$ cat config.mk
export PLATFORM = sky130hd
export DESIGN_NAME = mem_arbiter
export DESIGN_NICKNAME = d
export VERILOG_FILES = /design/src/rtl/mem_pkg.sv /design/src/rtl/mem_arbiter_starve_cnt.sv /design/src/rtl/mem_arbiter.sv
export SDC_FILE = /design/constraint.sdc
export NUM_CORES = 1
export LEC_CHECK = 0
export BUFFER_PORTS_ARGS = -buffer_cell sky130_fd_sc_hd__buf_2
export CORE_AREA = 2 2 93 95
export DETAILED_ROUTE_END_ITERATION = 7
export DIE_AREA = 0 0 95 97
export GPL_TIMING_DRIVEN = 0
export SETUP_SLACK_MARGIN = 0.05
export SKIP_CTS_REPAIR_TIMING = 1
export SLEW_MARGIN = 5
export SYNTH_ARGS = -nofsm -noshare
export SYNTH_HDL_FRONTEND = slang
export SYNTH_SLANG_ARGS = --single-unit
$ cat constraint.sdc
create_clock -name clk -period 1.8 [get_ports clk]
set_clock_uncertainty 0.2 [all_clocks]
set_input_delay 0 -clock clk [delete_from_list [all_inputs] [get_ports clk]]
set_output_delay 0 -clock clk [all_outputs]
set_load 0.03 [all_outputs]
$ cat src/rtl/mem_pkg.sv
// Shared memory-map constants and requester encoding for the IF/MEM memory port.
package mem_pkg;

    localparam int AW         = 6;   // memory word-address width
    localparam int SEG_WORDS  = 32;  // words per segment (instruction and data)
    localparam int DATA_BASE  = 32;  // physical word offset of the data segment
    localparam int STARVE_MAX = 4;   // denied fetch cycles before fetch wins a conflict

    typedef enum logic [1:0] {REQ_NONE, REQ_IF, REQ_DM} req_t;

    // Segment-relative address check on the full 32-bit address, so large
    // values can never alias back into the array through truncation.
    function automatic logic in_seg(input logic [31:0] addr);
        return addr < 32'(SEG_WORDS);
    endfunction

endpackage

$ cat src/rtl/mem_arbiter_starve_cnt.sv
// Saturating count of consecutive cycles in which fetch was denied the memory.
module starve_cnt #(
    parameter int STARVE_MAX = 4
) (
    input  logic clk,
    input  logic rst_n,
    input  logic inc,
    input  logic clr,
    output logic at_max
);

    localparam int CW = $clog2(STARVE_MAX + 1);

    logic [CW-1:0] cnt_reg;

    // Clear wins over increment; the count stops at STARVE_MAX.
    always_ff @(posedge clk or negedge rst_n) begin
        if (!rst_n) begin
            cnt_reg <= '0;
        end else if (clr) begin
            cnt_reg <= '0;
        end else if (inc && !at_max) begin
            cnt_reg <= cnt_reg + 1'b1;
        end
    end

    assign at_max = (cnt_reg == CW'(STARVE_MAX));

endmodule

$ cat src/rtl/mem_arbiter.sv
// Shares one single-ported synchronous-read memory between instruction fetch
// (words 0..31) and data access (words 32..63). One grant per cycle, data has
// priority unless fetch has been starved; responses appear one cycle later.
module mem_arbiter
    import mem_pkg::*;
(
    input  logic          clk,
    input  logic          rst_n,
    // instruction fetch port
    input  logic          if_req,
    input  logic [31:0]   if_addr,
    output logic          if_gnt,
    output logic          if_rvalid,
    output logic [31:0]   if_rdata,
    // data memory port
    input  logic          dm_req,
    input  logic          dm_we,
    input  logic [31:0]   dm_addr,
    input  logic [31:0]   dm_wdata,
    output logic          dm_gnt,
    output logic          dm_rvalid,
    output logic [31:0]   dm_rdata,
    output logic          dm_err,
    // memory array port
    output logic          mem_en,
    output logic          mem_we,
    output logic [AW-1:0] mem_addr,
    output logic [31:0]   mem_wdata,
    input  logic [31:0]   mem_rdata
);

    logic          starve_max;
    logic          if_in;
    logic          dm_in;
    logic [AW-1:0] dm_phys;
    logic          rdata_ok;

    req_t resp_who_reg, resp_who_next;
    logic resp_we_reg,  resp_we_next;
    logic resp_err_reg, resp_err_next;

    starve_cnt #(
        .STARVE_MAX (STARVE_MAX)
    ) u_starve_cnt (
        .clk    (clk),
        .rst_n  (rst_n),
        .inc    (if_req & ~if_gnt),
        .clr    (~if_req | if_gnt),
        .at_max (starve_max)
    );

    assign if_in = in_seg(if_addr);
    assign dm_in = in_seg(dm_addr);
    // Only the low AW bits survive into the physical address, so add there.
    assign dm_phys = dm_addr[AW-1:0] + AW'(DATA_BASE);

    // Grant: data first unless fetch has waited STARVE_MAX cycles; nothing in reset.
    always_comb begin
        if_gnt = 1'b0;
        dm_gnt = 1'b0;
        if (rst_n) begin
            if_gnt = if_req && (!dm_req || starve_max);
            dm_gnt = dm_req && !if_gnt;
        end
    end

    // Memory strobes for the granted access and the response it will produce.
    always_comb begin
        mem_en        = 1'b0;
        mem_we        = 1'b0;
        mem_addr      = '0;
        mem_wdata     = '0;
        resp_who_next = REQ_NONE;
        resp_we_next  = 1'b0;
        resp_err_next = 1'b0;
        if (if_gnt) begin
            mem_en        = if_in;
            mem_addr      = if_addr[AW-1:0];
            resp_who_next = REQ_IF;
            resp_err_next = !if_in;
        end else if (dm_gnt) begin
            mem_en        = dm_in;
            mem_we        = dm_in && dm_we;
            mem_addr      = dm_phys;
            mem_wdata     = dm_wdata;
            resp_who_next = REQ_DM;
            resp_we_next  = dm_we;
            resp_err_next = !dm_in;
        end
    end

    // Response register: one-cycle record of who was granted and how.
    always_ff @(posedge clk or negedge rst_n) begin
        if (!rst_n) begin
            resp_who_reg <= REQ_NONE;
            resp_we_reg  <= 1'b0;
            resp_err_reg <= 1'b0;
        end else begin
            resp_who_reg <= resp_who_next;
            resp_we_reg  <= resp_we_next;
            resp_err_reg <= resp_err_next;
        end
    end

    // Writes and out-of-range accesses return zero instead of array data.
    assign rdata_ok  = !resp_we_reg && !resp_err_reg;
    assign if_rvalid = (resp_who_reg == REQ_IF);
    assign dm_rvalid = (resp_who_reg == REQ_DM);
    assign if_rdata  = (if_rvalid && rdata_ok) ? mem_rdata : '0;
    assign dm_rdata  = (dm_rvalid && rdata_ok) ? mem_rdata : '0;
    assign dm_err    = dm_rvalid && resp_err_reg;

endmodule
* Word-level counts from Yosys, hierarchy flattened *
Cells that the tools add are included.

operators by class
  reduce and logical (&&, ||, !) cells = 17
  $add $sub $neg = 2
  order comparisons = 2
  equality and inequality tests = 3
  bitwise gates (word level) = 4
  mux-type cells = 20

operators by type and width
  cell                                                  count
  two-way mux 32 bit                                    4
  < comparator 32 x 6 -> 1 bit (second input constant)  2
  two-way mux 6 bit                                     2
  two-way mux 1 bit                                     10
  logical AND 1 bit                                     8
  zero test 1 bit                                       7
  adder 6 bit (second input constant)                   1
  two-way mux 3 bit                                     2
  two-way mux 2 bit                                     2
  adder 3 x 1 -> 3 bit (second input constant)          1
  == test 3 bit (second input constant)                 1
  == test 2 x 1 -> 1 bit (second input constant)        1
  == test 2 bit (second input constant)                 1
  inverter 1 bit                                        2
  nonzero test 2 bit                                    1
  bitwise AND 1 bit                                     1
  logical OR 1 bit                                      1
  OR 1 bit                                              1

storage, ports and cells
  output and inout bits = 109
  word-level logic and storage cells = 52
  bits of input ports = 133
  bits in registers = 7

* Logic depth before layout (Yosys ltp) *
Gate-level depths: netlist of run 1.

  depth in word-level cells = 9
  mapped depth = 6
  gate-level depth less buffers = 6

* By module *
A second synthesis of run 1 with hierarchy kept.

unflattened totals
  cell total of the unflattened synthesis = 174
  area, all modules = 1243.7 um^2

by module, submodules not included
  module       cells each  instances  seq. area each (um^2)  area an instance (um^2)
  mem_arbiter  156         1          100.1                  1046.0
  starve_cnt   18          1          75.1                   197.7

* Worst setup path before layout of run 1 *
OpenSTA, ideal clock, no wires.

  kind = register to output
  start = register u_starve_cnt.cnt_reg[0]
  end = output port mem_addr[5]
  path buffers = 1
  stages on the path, launching flop included = 7
  setup slack = -170 ps
  data arrival time = 1770 ps
  required time = 1600 ps
  cell sequence = dfrtp_1 -> inv_1 -> ha_1 -> a31oi_4 -> buf_4 -> inv_1 -> o21ai_0

on the way
  word-level cells in the longest chain between the ends = 8
  elaborated cells on any way between the ends = 9
  those cells by class = eq/ne (1); mux (4); reduce/logical (4)

RTL lines
  element                   RTL line                      RTL
  start: declaration        mem_arbiter_starve_cnt.sv:14  logic [CW-1:0] cnt_reg;
  start signal: assignment  mem_arbiter_starve_cnt.sv:23  cnt_reg <= cnt_reg + 1'b1;
  == test 3 bit *           mem_arbiter_starve_cnt.sv:27  assign at_max = (cnt_reg == CW'(STARVE_MAX));
  logical OR 1 bit *        mem_arbiter.sv:62             if_gnt = if_req && (!dm_req || starve_max);
  logical AND 1 bit *       mem_arbiter.sv:62
  zero test 1 bit           mem_arbiter.sv:63             dm_gnt = dm_req && !if_gnt;
  logical AND 1 bit         mem_arbiter.sv:63
  two-way mux 1 bit         mem_arbiter.sv:61             if (rst_n) begin
  two-way mux 6 bit         mem_arbiter.sv:81             end else if (dm_gnt) begin
  two-way mux 6 bit *       mem_arbiter.sv:76             if (if_gnt) begin
  end: declaration          mem_arbiter.sv:27             output logic [AW-1:0] mem_addr,

Mark *: on every way between the ends. The rest lies on a longest branch, timed or not.

* Worst setup path in the final report of run 1 *
Same ends and word-level chain as after synthesis.

==> results.ini, run 1 <==
[sta]
setup_viol=38
period_share_pct=102.3
period_needed_ns=1.841
max_clock_freq_mhz=543.3
fin_ws_ns=-0.04069
slew_viol_final=0
setup_tns_ns=-0.5979
slew-limit-headroom_pct=77.92
worst_pin_slew_ns=0.3282
rsz0062_at_grt=yes
hold_viol=0

[clocking]
cts_tree=yes
insertion_delay_ns=0.23
path_clk_slew_ns=0.04
clock_sinks=7
cts_buffers=3
clockRootBuffer=clkbuf_8
clock_path_buffers=2
cts-htree-levels=1

[detailed_routing]
routed-wl-met3_microns=754
route.met2.wl_mm=4.561
drt_pass1_iterations=4
routed_wl_mm=8.219
wl_met1_mm=2.757
dr.max_layer_used=met4
drt-initial-drc-count=55
drc_errors=0
viasPerCell=4.242
wire_per_inst_microns=15.05
dr_total_vias=2316
antenna_left=0

[logic_synthesis]
yosysSeqAreaShare_pct=14.26
synthArstFlopShare_pct=100.0
syn-num-nets=306
ys_types=28
synth_edf_count=0
ys_seq_elements=7
yosysTopAreaCell=and2_1
syn_avg_cell_area_sq_um=7.185
synth-main-ff-cell=dfrtp_1
synth_top_area_share_pct=50.41
yosys-top-cells-area=and2_1, dfrtp_1, nor4_1
yosysWarnings=0
synthCells=171
synth_area_sq_mm=0.001229

[global_route]
overflow=0
grt_pass1_wl_mm=10.03
grt_max_degree=12
grt_pass1_vias=2115
grt_usage_pct=13.67
antenna_found_initial=0

[setup_path]
cp_max_fo=6
crit_type=reg2out
critPathLaunchType=flip-flop
r2r_start=u_starve_cnt.cnt_reg[0]$_DFFE_PN0P_
cp-end-kind=output pin
arrival_ns=1.64
r2r_cells=4
worstPathRequired_ns=1.60
critPathLaunch=u_starve_cnt.cnt_reg[0]$_DFFE_PN0P_

[power]
finalPower_mw=1.250
p_leak_nw=2.027
p_per_area_mw_per_mm2=328.3
peakVddDrop_uv=139.8

[final_layout]
drive_gt1_share_pct=83.67
fin_nets=577
utilization_pct=46.82
n_antenna_cell=0
fin_cells=546
final_common_cell=buf_2
final_cell_mix=buf_2, buf_6, and2_4
largest_register_ffs=3
syn2layout_area_growth_pct=210.0

[floorplanning]
initial_core_util_pct=15.11
num_rows=33
die_area_sq_mm=0.009215
ios=242
core_area_sq_mm=0.008134
die_height_microns=97
fp.dieW_microns=95

[placement]
port_buffers=241
dp.cells=517
dpl.hpwl_mm=6.202
place_ws_ns=-0.08267
gp_congestion=0.8336

[hold_path]
worstHoldStart=if_addr[22]
hold_depth=5
hold_path_class=in2reg

[run]
drv_cap=0

[status]
violations=negative setup slack
status=complete, but fails checks

==> worst max-delay path, stage by stage (launching register included) <==
cell	delay (ns)
dfrtp_1	0.38
inv_2	0.06
ha_4	0.18
a31oi_4	0.20
buf_12	0.15
buf_8	0.11
inv_4	0.03
o21ai_2	0.13
buf_6	0.15
==> area by class of cell <==
class | instances | area (sq um)
multi-input combinational | 151 | 1230
timing repair buffer | 266 | 2097
sequential | 7 | 175.2
tap | 105 | 131.4
fill | 764 | 4325
inverter | 3 | 13.76
buffer | 10 | 116.4
clock buffer | 4 | 45.04
==> through the flow <==
stage,cell area (sq um),hold WS (ns)
global placement,2570,-0.3480
CTS,2615,-0.5912
detailed placement,2570,-0.3461
floorplan,1232,-0.4956
global route,3809,0.09090
finish,3809,0.03016
==> power by group <==
part,switching [mW],internal [mW],leakage [nW]
Clock,0.0665,0.153,0.0228
Combinational,0.403,0.444,1.91
Sequential,0.0138,0.170,0.0921
==> metal layers <==
| layer | vias up | track usage (%) |
|---|---|---|
| li1 | 1103 | - |
| met1 | 1041 | 13.32 |
| met2 | 160 | 27.99 |
| met3 | 12 | 2.570 |
| met4 | 0 | 3.679 |
| met5 | - | 0 |
==> path summary, 6_finish.rpt <==
check	to	slack, ns
min in group asynchronous	u_starve_cnt.cnt_reg[0]$_DFFE_PN0P_	0.57
max in group asynchronous	resp_err_reg$_DFF_PN0_	0.58
max reg2reg	resp_who_reg[1]$_DFF_PN0_	0.16
min reg2reg	u_starve_cnt.cnt_reg[1]$_DFFE_PN0P_	0.47
max	mem_addr[5]	-0.04
min	resp_err_reg$_DFF_PN0_	0.03
==> cell usage after synthesis, types with 2 or more instances <==
cell type  number
clkbuf_2        6
inv_1           3
nor2_1          5
nor3_1          3
dfrtp_1         7
o21ai_0         2
clkbuf_1        2
nor4_1         12
ha_1            2
nand3_1         3
nand2_1         5
and2_1         99
nand4_1         2
a22o_1          6
==> cells by family (layout without fill, tap and decap cells) <==
group                      Yosys count  count (layout)  share of synthesized area, %
xor gates and xnor gates             1               1                        0.7130
buffers and inverters               13             283                         4.990
adders and majority gates            2               2                         2.036
AOI/OAI and AO/OA                   13              13                         9.470
DFF                                  7               7                         14.26
and+or+nand+nor                    135             135                         68.53
Note: power is estimated with default switching activity, not from simulation.
==> run 2: changes to the inputs <==
CELL_PAD_IN_SITES_DETAIL_PLACEMENT = 0   (was unset)
CELL_PAD_IN_SITES_GLOBAL_PLACEMENT = 1   (was unset)
CORE_AREA = unset   (was 2 2 93 95)
CORE_ASPECT_RATIO = 1.25   (was unset)
CORE_UTILIZATION = 14   (was unset)
DIE_AREA = unset   (was 0 0 95 97)
PLACE_DENSITY_LB_ADDON = 0.1   (was unset)
==> run 2 against run 1 <==
Against the previous run: via count decreased by 2.2%; largest power group unchanged; maximum frequency increased by 0.16%; sequential cell count unchanged; the run ends with negative hold slack, negative setup slack left; hold slack got worse by 0.062 ns; clock power about the same.
==> results.ini, run 2 (synthesis gave the netlist of run 1 again) <==
[setup_path]
critPathLaunchType=flip-flop  ; unchanged
cp-end-kind=output pin  ; unchanged
crit_end=mem_wdata[2]  ; was mem_addr[5]
r2r_cells=8  ; was 4
r2r_setup_slack_ns=0.14  ; was 0.16 ns
crit_type=reg2out  ; unchanged
worstPathRequired_ns=1.60  ; about the same
cp_max_fo=7  ; was 6
worstReg2RegEnd=resp_err_reg$_DFF_PN0_  ; was resp_who_reg[1]$_DFF_PN0_
slowest_stage=dfrtp_1  ; unchanged
worstPathCellList=inv_2 > ha_4 > a31oi_4 > buf_12 > buf_2 > and2_1 > buf_6  ; was inv_2 > ha_4 > a31oi_4 > buf_12 > buf_8 > inv_4 > o21ai_2 > buf_6
critPathLaunch=u_starve_cnt.cnt_reg[0]$_DFFE_PN0P_  ; unchanged
cp_slowest_stage_delay_ns=0.38  ; about the same
r2r_start=u_starve_cnt.cnt_reg[0]$_DFFE_PN0P_  ; unchanged
arrival_ns=1.64  ; about the same

[power]
p_sw_share_pct=38.92  ; was 38.68%
clkPwrFrac_pct=19.0  ; was 17.6%
peakVddDrop_uv=174.2  ; was 139.8 uV
internal_power_uw=710.8  ; was 766.8 uW
p_comb_share_pct=65.3  ; was 67.7%
finalPower_mw=1.164  ; was 1.250 mW
p_per_area_mw_per_mm2=333.6  ; was 328.3 mW/mm^2
seq_power_share_pct=15.7  ; was 14.7%
p_sw_uw=453.0  ; was 483.6 uW
p_leak_nw=1.913  ; was 2.027 nW

[final_layout]
largest_register_ffs=3  ; unchanged
n_antenna_cell=0  ; unchanged
fin_nets=580  ; was 577
syn2layout_area_growth_pct=183.9  ; was 210.0%
final_cell_mix=buf_2, buf_6, and2_1  ; was buf_2, buf_6, and2_4
final_common_cell=buf_2  ; unchanged
drive_gt1_share_pct=72.07  ; was 83.67%
stdcell_area_sq_mm=0.003488  ; was 0.003809 sq mm

[floorplanning]
die_height_microns=106.7  ; was 97 microns
num_rows=37  ; was 33
core_area_sq_mm=0.008379  ; was 0.008134 sq mm
fp.dieW_microns=85.79  ; was 95 microns
initial_core_util_pct=14.66  ; was 15.11%
ios=242  ; unchanged
die_area_sq_mm=0.009157  ; was 0.009215 sq mm

[detailed_routing]
routed_wl_mm=6.884  ; was 8.219 mm
antenna_left=0  ; unchanged
dr_total_vias=2264  ; was 2,316
viasPerCell=4.036  ; was 4.242
drt-initial-drc-count=24  ; was 55
wire_per_inst_microns=12.27  ; was 15.05 microns
drc_errors=0  ; unchanged
drt_pass1_iterations=4  ; unchanged

[sta]
setup_viol=31  ; was 38
fin_ws_ns=-0.03775  ; was -0.04069 ns
slew-limit-headroom_pct=79.27  ; was 77.92%
max_clock_freq_mhz=544.1  ; was 543.3 MHz
worst_pin_slew_ns=0.3100  ; was 0.3282 ns
slew_viol_final=0  ; unchanged
period_share_pct=102.1  ; was 102.3%
rsz0062_at_grt=yes  ; unchanged
holdWs_ns=-0.03135  ; was 0.03016 ns
hold_viol=1  ; was 0
period_needed_ns=1.838  ; was 1.841 ns

[placement]
port_buffers=241  ; unchanged
place_area_sq_mm=0.002585  ; was 0.002570 sq mm
place_ws_ns=-0.03238  ; was -0.08267 ns
gp_congestion=0.7010  ; was 0.8336
dpl.hpwl_mm=5.255  ; was 6.202 mm

[status]
violations=negative hold slack, negative setup slack  ; was negative setup slack
status=complete, but fails checks  ; unchanged

[hold_path]
hold_path_class=in2reg  ; unchanged

[clocking]
cts-htree-levels=1  ; unchanged
insertion_delay_ns=0.23  ; about the same
clockRootBuffer=clkbuf_8  ; unchanged
path_clk_slew_ns=0.04  ; about the same
clock_path_buffers=2  ; unchanged
clock_sinks=7  ; unchanged
cts_tree=yes  ; unchanged
cts_buffers=3  ; unchanged

[global_route]
antenna_found_initial=0  ; unchanged
grtUsageMet1_pct=9.915  ; was 13.32%
grt_pass1_wl_mm=8.245  ; was 10.03 mm
grt_usage_pct=11.58  ; was 13.67%
grt_max_degree=12  ; unchanged
use_met3_pct=1.771  ; was 2.570%
grt_most_used_layer=met2  ; unchanged
grt_pass1_vias=1832  ; was 2,115
use_met2_pct=25.31  ; was 27.99%
overflow=0  ; unchanged

[run]
drv_cap=0  ; unchanged

## run 2: routing by layer
| layer | vias to the layer above | share of wire, % |
|---|---|---|
| met5 | - | 0 |
| met4 | 0 | 2.7 |
| met3 | 13 | 8.3 |
| met2 | 152 | 58 |
| met1 | 990 | 31 |
| li1 | 1109 | - |
## run 2: through the flow
step	setup TNS [ns]	std cells	hold WS, ns	util (%)
floorplan	0	171	-0.4956	-
global placement	-0.4818	529	-0.3449	30.85
detailed placement	-0.3327	529	-0.3457	30.85
CTS	-16.64	533	-0.5908	31.39
global route	-5.181	561	0.009392	41.63
finish	-0.5341	561	-0.03135	41.63
## run 2: power groups by stage
stage / sequential (mW) / combinational, mW / clock, mW
4_1_cts: 0.183 / 0.561 / 0.227
3_5_place_dp: 0.185 / 0.560 / 0
5_1_grt: 0.184 / 0.812 / 0.235
2_1_floorplan: 0.182 / 0.308 / 0
6_report: 0.183 / 0.760 / 0.221
3_3_place_gp: 0.185 / 0.561 / 0
## run 2: how the worst min path moves through the flow
stage	start	end	cells past startpoint
2_1_floorplan	rst_n	resp_err_reg$_DFF_PN0_	0
3_3_place_gp	rst_n	u_starve_cnt.cnt_reg[1]$_DFFE_PN0P_	1
3_5_place_dp	rst_n	u_starve_cnt.cnt_reg[1]$_DFFE_PN0P_	1
4_1_cts	rst_n	u_starve_cnt.cnt_reg[1]$_DFFE_PN0P_	1
5_1_grt	rst_n	resp_who_reg[0]$_DFF_PN0_	3
6_report	dm_addr[14]	resp_err_reg$_DFF_PN0_	5
## run 2: critical path, delay by kind of cell, from the launching register on
kind | cells | cell delay, ns
compound gates | 1 | 0.20
fa+ha+maj | 1 | 0.19
buf+inv | 4 | 0.48
flops | 1 | 0.38
simple gates | 1 | 0.15
## run 2: layout make-up
type / instances / area [sq um]
Fill cell: 859 / 4891
Timing Repair Buffer: 268 / 1882
Multi-Input combinational cell: 152 / 1114
Sequential cell: 7 / 175.2
Tap cell: 117 / 146.4
Buffer: 10 / 112.6
Clock buffer: 4 / 45.04
Inverter: 3 / 13.76
==> run 3: changes to the inputs <==
CORE_ASPECT_RATIO = 0.75   (was 1.25)
==> run 3 against run 2 <==
Against the previous run: the run still ends with negative hold slack, negative setup slack left; highest routed layer unchanged; first-iteration DRC count rose to 2.6 times the previous value; sequential share of layout area down 0.46 points; sequential power about the same; sequential cell count unchanged; power up 19%; largest cell class unchanged; combinational power up 7.6%; die area about the same.
==> results.ini, run 3 (synthesis gave the netlist of run 1 again) <==
[final_layout]
fin_nets=579  ; was 580
final_cell_mix=buf_2, buf_6, and2_4  ; was buf_2, buf_6, and2_1
final_common_cell=buf_2  ; unchanged
fillers=832  ; was 859
syn2layout_area_growth_pct=212.6  ; was 183.9%
largest_register_ffs=3  ; unchanged
drive_gt1_share_pct=83.07  ; was 72.07%
n_antenna_cell=0  ; unchanged

[global_route]
grt_max_degree=12  ; unchanged
overflow=0  ; unchanged
grt_pass1_wl_mm=8.604  ; was 8.245 mm
antenna_found_initial=0  ; unchanged
grt_usage_pct=11.95  ; was 11.58%
grt_pass1_vias=1897  ; was 1,832

[clocking]
clockRootBuffer=clkbuf_16  ; was clkbuf_8
cts_buffers=3  ; unchanged
cts_tree=yes  ; unchanged
insertion_delay_ns=0.23  ; about the same
clock_path_buffers=2  ; unchanged
cts-htree-levels=1  ; unchanged
clock_sinks=7  ; unchanged
path_clk_slew_ns=0.04  ; about the same

[placement]
dpl.hpwl_mm=5.285  ; was 5.255 mm
gp_congestion=0.7104  ; was 0.7010
port_buffers=241  ; unchanged

[floorplanning]
initial_core_util_pct=14.47  ; was 14.66%
die_area_sq_mm=0.009159  ; was 0.009157 sq mm
fp.dieW_microns=110.2  ; was 85.79 microns
core_area_sq_mm=0.008491  ; was 0.008379 sq mm
num_rows=29  ; was 37
ios=242  ; unchanged
die_height_microns=83.13  ; was 106.7 microns

[power]
p_leak_nw=2.045  ; was 1.913 nW
peakVddDrop_uv=317.4  ; was 174.2 uV
finalPower_mw=1.381  ; was 1.164 mW
p_per_area_mw_per_mm2=359.4  ; was 333.6 mW/mm^2

[setup_path]
worstPathRequired_ns=1.60  ; about the same
critPathLaunchType=flip-flop  ; unchanged
cp-end-kind=output pin  ; unchanged
arrival_ns=1.65  ; was 1.64 ns
cp_max_fo=5  ; was 7
crit_type=reg2out  ; unchanged

[detailed_routing]
dr_total_vias=2259  ; was 2,264
drc_errors=0  ; unchanged
routed_wl_mm=7.212  ; was 6.884 mm
drt-initial-drc-count=63  ; was 24
wire_per_inst_microns=13.09  ; was 12.27 microns
viasPerCell=4.100  ; was 4.036
antenna_left=0  ; unchanged
drt_pass1_iterations=4  ; unchanged

[sta]
max_clock_freq_mhz=539.3  ; was 544.1 MHz
setup_tns_ns=-0.8453  ; was -0.5341 ns
period_share_pct=103.0  ; was 102.1%
hold_viol=1  ; unchanged
fin_ws_ns=-0.05427  ; was -0.03775 ns
worst_pin_slew_ns=0.3220  ; was 0.3100 ns
slew_viol_final=0  ; unchanged
holdWs_ns=-0.05204  ; was -0.03135 ns
period_needed_ns=1.854  ; was 1.838 ns
rsz0062_at_grt=yes  ; unchanged
setup_viol=40  ; was 31
slew-limit-headroom_pct=78.46  ; was 79.27%

[run]
drv_cap=0  ; unchanged

[status]
status=complete, but fails checks  ; unchanged
violations=negative hold slack, negative setup slack  ; unchanged

[hold_path]
hold_path_class=in2reg  ; unchanged

-- run 3: changes by cell type in the layout (fill, tap and decap cells not counted), sizes merged --
cell and change:
clkbuf -15, buf +11, dlygate4sd3 +3, a21oi -1, clkinv +1
-- run 3: stage by stage --
stage | area (sq um) | instances | utilization (%) | setup slack [ns]
2_1_floorplan | 1232 | 171 | - | 0.05571
4_1_cts | 2654 | 524 | 31.26 | -0.3037
3_5_place_dp | 2574 | 520 | 30.31 | -0.04631
6_report | 3841 | 551 | 45.24 | -0.05427
5_1_grt | 3841 | 551 | 45.24 | -0.1096
3_3_place_gp | 2574 | 520 | 30.31 | -0.03172
-- run 3: path summary, 6_finish.rpt --
path	depth (start not counted)	start	end	slack, ns
worst max-delay path	8	u_starve_cnt.cnt_reg[0]$_DFFE_PN0P_	mem_addr[5]	-0.05
worst max register to register	7	u_starve_cnt.cnt_reg[0]$_DFFE_PN0P_	u_starve_cnt.cnt_reg[2]$_DFFE_PN0P_	0.18
min in group asynchronous	2	rst_n	u_starve_cnt.cnt_reg[2]$_DFFE_PN0P_	0.03
worst min register to register	2	u_starve_cnt.cnt_reg[1]$_DFFE_PN0P_	u_starve_cnt.cnt_reg[1]$_DFFE_PN0P_	0.36
max in group asynchronous	2	rst_n	u_starve_cnt.cnt_reg[1]$_DFFE_PN0P_	1.12
worst min-delay path	5	dm_addr[14]	resp_err_reg$_DFF_PN0_	-0.05
-- run 3: layer usage --
| layer | vias up | wire [microns] | share of wire (%) | track usage (%) |
|---|---|---|---|---|
| met5 | - | 0 | 0 | 0 |
| met4 | 0 | 91 | 1.3 | 3.230 |
| met3 | 8 | 646 | 9.0 | 2.041 |
| met2 | 128 | 4054 | 56 | 24.66 |
| met1 | 1013 | 2420 | 34 | 11.73 |
| li1 | 1110 | - | - | - |
-- run 3: area by class of cell --
| type | instances | area (sq um) | share of cell area, % |
|---|---|---|---|
| tap | 108 | 135.1 | 3.518 |
| timing repair buffer | 268 | 2097 | 54.59 |
| sequential | 7 | 175.2 | 4.560 |
| inverter | 3 | 13.76 | 0.3583 |
| clock buffer | 3 | 75.07 | 1.954 |
| buffer | 10 | 112.6 | 2.932 |
| multi-input combinational | 151 | 1227 | 31.95 |
| clock inverter | 1 | 5.005 | 0.1303 |
-- run 3: report_power, final --
| group | internal [mW] | total [mW] | switching, mW |
|---|---|---|---|
| Sequential | 0.170 | 0.185 | 0.0154 |
| Clock | 0.291 | 0.377 | 0.0855 |
| Combinational | 0.433 | 0.818 | 0.385 |
-- run 3: critical path: stages (launching register included) --
cell and delay [ns]:
dfrtp_1 0.38, inv_2 0.06, ha_4 0.19, a31oi_4 0.22
buf_6 0.14, buf_6 0.12, inv_4 0.03, o21ai_2 0.14
buf_6 0.15
